===== config.mk =====
export PLATFORM = sky130hd
export DESIGN_NAME = bird_bus_arbiter
export DESIGN_NICKNAME = d
export VERILOG_FILES = /design/src/rtl/bird_bus_pkg.sv /design/src/rtl/bird_addr_decode.sv /design/src/rtl/bird_bus_arbiter.sv
export SDC_FILE = /design/constraint.sdc
export NUM_CORES = 1
export LEC_CHECK = 0
export CAP_MARGIN = 20
export CELL_PAD_IN_SITES_DETAIL_PLACEMENT = 0
export CELL_PAD_IN_SITES_GLOBAL_PLACEMENT = 1
export CORE_MARGIN = 2
export CORE_UTILIZATION = 31
export CTS_BUF_LIST = sky130_fd_sc_hd__clkbuf_8
export CTS_CLUSTER_SIZE = 24
export DETAILED_ROUTE_END_ITERATION = 8
export HOLD_SLACK_MARGIN = 0.08
export PLACE_DENSITY = 0.82
export SLEW_MARGIN = 20
export SYNTH_ARGS = -nofsm -noshare
export SYNTH_HDL_FRONTEND = slang
export SYNTH_SLANG_ARGS = --single-unit

===== constraint.sdc =====
create_clock -name clk -period 2.5 [get_ports clk]
set_clock_uncertainty 0.15 [all_clocks]
set_input_delay 0.375 -clock clk [delete_from_list [all_inputs] [get_ports clk]]
set_output_delay 0.375 -clock clk [all_outputs]
set_load 0.01 [all_outputs]

===== src/rtl/bird_bus_pkg.sv =====
// ============================================================================
// Module : bird_bus_pkg
// Brief  : Shared types and default address map for the bird bus arbiter.
// Rev    : 1.0 - initial release
// ============================================================================
`default_nettype none

package bird_bus_pkg;

  typedef enum logic [1:0] {
    ST_IDLE   = 2'd0,
    ST_ACCESS = 2'd1,
    ST_RESP   = 2'd2
  } state_e;

  typedef enum logic [2:0] {
    RG_MEM    = 3'd0,
    RG_KPDATA = 3'd1,
    RG_KPSTAT = 3'd2,
    RG_SEG    = 3'd3,
    RG_NONE   = 3'd4
  } region_e;

  localparam logic [11:0] C_MEM_END    = 12'h1FF;
  localparam logic [11:0] C_KEYPAD     = 12'h900;
  localparam logic [11:0] C_SEVENSEG   = 12'hB00;
  localparam logic [15:0] C_DEFAULT_RD = 16'hF345;

endpackage

`default_nettype wire


===== src/rtl/bird_addr_decode.sv =====
// ============================================================================
// Module : bird_addr_decode
// Brief  : Combinational address decode to region, error flag and write commit.
// Rev    : 1.0 - initial release
// ============================================================================
`default_nettype none

module bird_addr_decode
  import bird_bus_pkg::*;
#(
  parameter logic [11:0] MEM_END  = C_MEM_END,
  parameter logic [11:0] KEYPAD   = C_KEYPAD,
  parameter logic [11:0] SEVENSEG = C_SEVENSEG
) (
  input  logic [11:0] addr_i,
  input  logic        we_i,
  output region_e     region_o,
  output logic        rerr_o,
  output logic        wr_commit_o
);

  always_comb begin
    region_o = RG_NONE;
    if (addr_i <= MEM_END)                 region_o = RG_MEM;
    else if (addr_i == KEYPAD)             region_o = RG_KPDATA;
    else if (addr_i == KEYPAD + 12'd1)     region_o = RG_KPSTAT;
    else if (addr_i == SEVENSEG)           region_o = RG_SEG;
  end

  assign rerr_o = (region_o == RG_NONE);
  // Only memory and the segment register accept writes; all others drop them.
  assign wr_commit_o = we_i && ((region_o == RG_MEM) || (region_o == RG_SEG));

endmodule

`default_nettype wire


===== src/rtl/bird_bus_arbiter.sv =====
// ============================================================================
// Module : bird_bus_arbiter
// Brief  : Two-master round-robin arbiter and address decoder for the bird bus.
// Rev    : 1.0 - initial release
// ============================================================================
`default_nettype none

module bird_bus_arbiter
  import bird_bus_pkg::*;
#(
  parameter logic [11:0] MEM_END    = C_MEM_END,
  parameter logic [11:0] KEYPAD     = C_KEYPAD,
  parameter logic [11:0] SEVENSEG   = C_SEVENSEG,
  parameter logic [15:0] DEFAULT_RD = C_DEFAULT_RD
) (
  input  logic        clk,
  input  logic        rst_n,
  input  logic        m0_req,
  input  logic        m0_we,
  input  logic [11:0] m0_addr,
  input  logic [15:0] m0_wdata,
  output logic        m0_gnt,
  output logic        m0_rvalid,
  output logic [15:0] m0_rdata,
  output logic        m0_rerr,
  input  logic        m1_req,
  input  logic        m1_we,
  input  logic [11:0] m1_addr,
  input  logic [15:0] m1_wdata,
  output logic        m1_gnt,
  output logic        m1_rvalid,
  output logic [15:0] m1_rdata,
  output logic        m1_rerr,
  output logic [11:0] mem_addr,
  output logic        mem_we,
  output logic [15:0] mem_wdata,
  input  logic [15:0] mem_rdata,
  output logic        kp_ack,
  output logic        kp_statusordata,
  input  logic [15:0] kp_keyout,
  output logic [15:0] seg_data
);

  state_e      state_q, state_d;
  region_e     region_q, region_d;
  logic        last_q, last_d;
  logic        winner_q, winner_d;
  logic        we_q, we_d;
  logic        commit_q, commit_d;
  logic        rerr_q, rerr_d;
  logic [11:0] addr_q, addr_d;
  logic [15:0] wdata_q, wdata_d;
  logic [15:0] rdata_q, rdata_d;
  logic [15:0] seg_q, seg_d;

  logic        any_req, pick, sel_we, dec_rerr, dec_commit;
  logic [11:0] sel_addr;
  region_e     dec_region;

  assign any_req  = m0_req | m1_req;
  // pick = 1 selects m1; on a tie the master that was not granted last wins.
  assign pick     = (m0_req && m1_req) ? ~last_q : m1_req;
  assign sel_addr = pick ? m1_addr : m0_addr;
  assign sel_we   = pick ? m1_we : m0_we;

  bird_addr_decode #(
    .MEM_END  (MEM_END),
    .KEYPAD   (KEYPAD),
    .SEVENSEG (SEVENSEG)
  ) u_decode (
    .addr_i      (sel_addr),
    .we_i        (sel_we),
    .region_o    (dec_region),
    .rerr_o      (dec_rerr),
    .wr_commit_o (dec_commit)
  );

  always_ff @(posedge clk or negedge rst_n) begin
    if (!rst_n) begin
      state_q  <= ST_IDLE;
      region_q <= RG_NONE;
      last_q   <= 1'b1;
      winner_q <= 1'b0;
      we_q     <= 1'b0;
      commit_q <= 1'b0;
      rerr_q   <= 1'b0;
      addr_q   <= '0;
      wdata_q  <= '0;
      rdata_q  <= '0;
      seg_q    <= '0;
    end else begin
      state_q  <= state_d;
      region_q <= region_d;
      last_q   <= last_d;
      winner_q <= winner_d;
      we_q     <= we_d;
      commit_q <= commit_d;
      rerr_q   <= rerr_d;
      addr_q   <= addr_d;
      wdata_q  <= wdata_d;
      rdata_q  <= rdata_d;
      seg_q    <= seg_d;
    end
  end

  always_comb begin
    state_d  = state_q;
    region_d = region_q;
    last_d   = last_q;
    winner_d = winner_q;
    we_d     = we_q;
    commit_d = commit_q;
    rerr_d   = rerr_q;
    addr_d   = addr_q;
    wdata_d  = wdata_q;
    rdata_d  = rdata_q;
    seg_d    = seg_q;

    case (state_q)
      ST_ACCESS: begin
        state_d = ST_RESP;
        rdata_d = '0;
        if (!we_q) begin
          case (region_q)
            RG_KPDATA, RG_KPSTAT: rdata_d = kp_keyout;
            RG_SEG:               rdata_d = seg_q;
            RG_NONE:              rdata_d = DEFAULT_RD;
            default:              rdata_d = '0;
          endcase
        end
        if (commit_q && (region_q == RG_SEG)) seg_d = wdata_q;
      end
      default: begin
        // IDLE and RESP both arbitrate; RESP falls back to IDLE when quiet.
        state_d = ST_IDLE;
        if (any_req) begin
          state_d  = ST_ACCESS;
          winner_d = pick;
          last_d   = pick;
          region_d = dec_region;
          rerr_d   = dec_rerr;
          commit_d = dec_commit;
          we_d     = sel_we;
          addr_d   = sel_addr;
          wdata_d  = pick ? m1_wdata : m0_wdata;
        end
      end
    endcase
  end

  logic        in_access, in_resp;
  logic [15:0] resp_data;

  assign in_access = (state_q == ST_ACCESS);
  assign in_resp   = (state_q == ST_RESP);
  assign resp_data = (region_q == RG_MEM) ? (we_q ? 16'h0000 : mem_rdata) : rdata_q;

  assign m0_gnt    = in_access && !winner_q;
  assign m1_gnt    = in_access &&  winner_q;
  assign m0_rvalid = in_resp && !winner_q;
  assign m1_rvalid = in_resp &&  winner_q;
  assign m0_rdata  = m0_rvalid ? resp_data : 16'h0000;
  assign m1_rdata  = m1_rvalid ? resp_data : 16'h0000;
  assign m0_rerr   = m0_rvalid && rerr_q;
  assign m1_rerr   = m1_rvalid && rerr_q;

  assign mem_addr        = addr_q;
  assign mem_wdata       = wdata_q;
  assign mem_we          = in_access && commit_q && (region_q == RG_MEM);
  assign kp_ack          = in_access && !we_q && (region_q == RG_KPDATA);
  assign kp_statusordata = in_access && !we_q && (region_q == RG_KPSTAT);
  assign seg_data        = seg_q;

endmodule

`default_nettype wire


# After elaboration in Yosys (flattened, before gate mapping)
# Index checks and enable logic that the tools add are counted.
# classes
muxes,16
n_bitwise,3
n_lt_le_gt_ge,1
n_eq_ne,11
n_reduce_logical,22
# op_table
cell,count
16-bit two-way mux,6
16-bit case mux with 3 select lines,1
"12-bit equality test, second input constant",3
1-bit logical AND,14
"12-bit by 9-bit <= comparator with 1-bit output, second input constant",1
12-bit two-way mux,1
3-bit two-way mux,4
"3-bit by 2-bit equality test with 1-bit output, second input constant",3
"3-bit equality test, second input constant",2
3-bit logical NOT,2
2-bit AND reduction,2
"3-bit by 1-bit equality test with 1-bit output, second input constant",1
1-bit two-way mux,3
"2-bit by 1-bit equality test with 1-bit output, second input constant",1
"2-bit equality test, second input constant",1
1-bit logical NOT,2
2-bit two-way mux,1
1-bit NOT,2
2-bit OR reduction,1
1-bit logical OR,1
1-bit OR,1
# word_totals
output_inout_bits,85
ff_bits,70
word_cells,64

# Longest topological paths before layout
# depth
depth_word,11
ltp_mapped,7

# Hierarchy
# Synthesis repeated with hierarchy kept, for this count alone.
# unflattened
cells_unflattened,357
area_unflattened_um2,3953.8
# by_module_without_submodules
mod,area_each_um2,cells_each,instances
bird_bus_arbiter,3857.4,342,1
bird_addr_decode,96.3,15,1

# Least setup slack after synthesis
# No wires, ideal clock.
# synth_path
kind,register -> output
startpoint,register region_q[2]
endpoint,output m0_rdata[10]
path_slack_ns,0.514
t_required_ns,1.975
arrival_time_ns,1.461
n_path_buf,2
stages_incl_launch_ff,7
path_cell_list,dfstp_2 or3_1 buf_6 buf_6 nor3b_1 a21oi_1 nor2_1
# synth_via
elab_chain_cells,3
# synth_lines
item,line,rtl
start: declaration,bird_bus_arbiter.sv:45,"region_e region_q, region_d;"
start signal: assignment,bird_bus_arbiter.sv:93,region_q <= region_d;
3-bit logical NOT,bird_bus_arbiter.sv:156,assign resp_data = (region_q == RG_MEM) ? (we_q ? 16'h0000 : mem_rdata) : rdata_q;
16-bit two-way mux,bird_bus_arbiter.sv:156,
16-bit two-way mux,bird_bus_arbiter.sv:162,assign m0_rdata = m0_rvalid ? resp_data : 16'h0000;
end: declaration,bird_bus_arbiter.sv:24,"output logic [15:0] m0_rdata,"
# No other way between the ends.

# Worst setup path after layout
# layout_path
startpoint,register region_q[1]
endpoint,output m0_rdata[14]
# Same word-level chain as after synthesis.

==> metrics <==
outcome complete, no violations; post-route setup slack 0.06432 ns; asr flop ratio synth 100.0%; post-layout min period 2.436 ns; via/cell ratio 4.864; Layout Nets 665; P_leak 2.532 nW; final hold vios 0; root buf cell clkbuf_8; Synth warnings 0; post-layout util 49.94%; largest net degree at the start of global routing 71; Worst setup SP type register; synthesized area 0.003874 mm2; Tcrit/Tclk final 97.43%; Setup TNS Final 0 ns; Num CTS Buffers 9; remaining global-route overflow 0; EDFF count, synth 0; Initial Util 31.98%; dominant synthesized flop cell dfrtp_1; worst min-delay path category register to register; total wire length 11720 um; Power, Total 4.794 mW; Cell Rows 40; post-route cell area 0.006048 mm2; CTS tree done; core area 0.01211 mm2; worst slew pin tran 0.8635 ns; Worst setup EP type primary output; CTS Sinks 70; Worst slew margin 42.43%; routed vias 3619; die width 115.8 um; DRT Pass-1 Iters 4; critical path peak fanout 17; vias in the first global route 3469; initial antenna violation count 0; CTS H-Tree Depth 3; first-pass GRT wire length 18080 um; fin cells 744; most common cell after layout, fill and taps aside clkdlybuf4s50_1; HPWL Detailed 8895 um; Mean Syn Cell Area 9.807 um2; Post-Syn Nets 489; post-route ant nets 0; die height 115.8 um; per-cell routed wire length 15.75 um; All-Layer GR Usage 17.20%; Crit path required time 1.98 ns; Final Max Tran Viols 0; Die Area 0.01341 mm2; unrepaired setup endpoints after global routing yes; Hold Worst Slack 0.3360 ns; Mapped Cells 395; Crit Path Category register to primary output; area post-placement 0.005857 mm2; Clock Pin Slew Worst Setup and Hold Paths 0.07 ns; PortBufs 178; PD cells 792.5 mW/mm2; Achievable Freq 0.4106 GHz; number of DRC markers in iteration 0 150; VDD IR max 0.3817 mV; sequential share of the synthesized area 45.28%; Worst EP arrival 1.91 ns; # DRC 0; worst slack, placed 0.07759 ns; Yosys cell types 46; Area Overhead vs Synth 56.14%; ant diodes 0; layout cell share with drive strength beyond 1 21.53%; Clock Latency Late Sink 0.34 ns; clk buf depth 2; Post-Place Cells 726; synthesized flop and latch total 70; RePlAce Congestion 0.7986; Final setup viols 0; io pins 179; commonest cells after routing, fill and taps aside clkdlybuf4s50_1, dfrtp_1, nand2_1; maxcap violations 0
==> worst max-delay path, stage by stage (launching register included) <==
cell             delay [ns]
dfrtp_1                0.38
or3_4                  0.42
buf_12                 0.18
nor3b_2                0.18
a21oi_1                0.08
nor2_1                 0.11
clkdlybuf4s15_2        0.23
==> kinds of logic (layout without fill, tap and decap cells) <==
logic type	after synthesis	after routing	share of synthesized area, %
AND/OR/NAND/NOR	125	125	16.25
AO/OA/AOI/OAI	101	101	16.44
flip-flops	70	70	45.28
multiplexers	61	61	16.80
buffers and inverters	36	217	4.780
XOR/XNOR	2	2	0.4523
==> area by class of cell <==
| cell class | instances | area (um2) |
|---|---|---|
| Fill cell | 1147 | 6063 |
| Inverter | 6 | 22.52 |
| Timing Repair Buffer | 195 | 1815 |
| Sequential cell | 70 | 1754 |
| Tap cell | 168 | 210.2 |
| Clock buffer | 12 | 165.2 |
| Clock inverter | 4 | 41.29 |
| Multi-Input combinational cell | 289 | 2039 |
==> layer usage <==
| layer | GRT usage (%) | share of wire (%) | vias up |
|---|---|---|---|
| met3 | 3.086 | 6.0 | 14 |
| met2 | 28.50 | 48 | 127 |
| met4 | 6.667 | 1.8 | 0 |
| met5 | 0 | 0 | - |
| li1 | - | - | 1769 |
| met1 | 22.47 | 44 | 1709 |
==> synth_stat cells (3+ instances only) <==
cell | count | area, um2
a21oi_1 | 18 | 90.09
a22o_1 | 9 | 78.83
a22oi_1 | 17 | 127.6
buf_2 | 13 | 65.06
buf_6 | 4 | 45.04
clkbuf_1 | 11 | 41.29
dfrtp_1 | 68 | 1702
inv_1 | 5 | 18.77
mux2_2 | 32 | 360.4
mux2i_1 | 29 | 290.3
nand2_1 | 43 | 161.4
nand3b_1 | 3 | 22.52
nor2_1 | 42 | 157.7
nor3b_1 | 16 | 120.1
nor4b_1 | 5 | 43.79
o21ai_0 | 40 | 200.2
o21ai_2 | 7 | 61.31
==> registers in the layout, summed over array words and instances (netlist names), 2 cells and up <==
name and cells:
mem_wdata 16, rdata_q 16, seg_data 16, mem_addr 12
region_q 3, state_q 2
==> path summary, 6_finish.rpt <==
check	start	endpoint	slack (ns)	cells past startpoint
setup / recovery	region_q[1]$_DFFE_PN0P_	m0_rdata[14]	0.06	6
hold / removal	mem_addr[2]$_DFFE_PN0P_	mem_addr[2]$_DFFE_PN0P_	0.34	2
setup reg to reg	state_q[1]$_DFF_PN0_	rdata_q[5]$_DFFE_PN0P_	0.56	6
hold reg to reg	mem_addr[2]$_DFFE_PN0P_	mem_addr[2]$_DFFE_PN0P_	0.34	2
max in group asynchronous	rst_n	mem_wdata[2]$_DFFE_PN0P_	1.10	2
min in group asynchronous	rst_n	winner_q$_DFFE_PN0P_	0.53	2
==> timing repair <==
action,in CTS,in global routing
gates resized for setup,64,53
pin swaps,0,0
hold buffers,1,0
hold endpoints to repair,68,0
endpoints found under the setup margin,35,32
cloned,0,1
buffers inserted,0,0
==> where the power goes <==
part	internal [mW]	total, mW	switching [mW]
clock	0.533	0.931	0.399
sequential	1.46	1.69	0.226
combinational	1.07	2.17	1.11
total	3.06	4.79	1.73
Note: power is estimated with default switching activity, not from simulation.
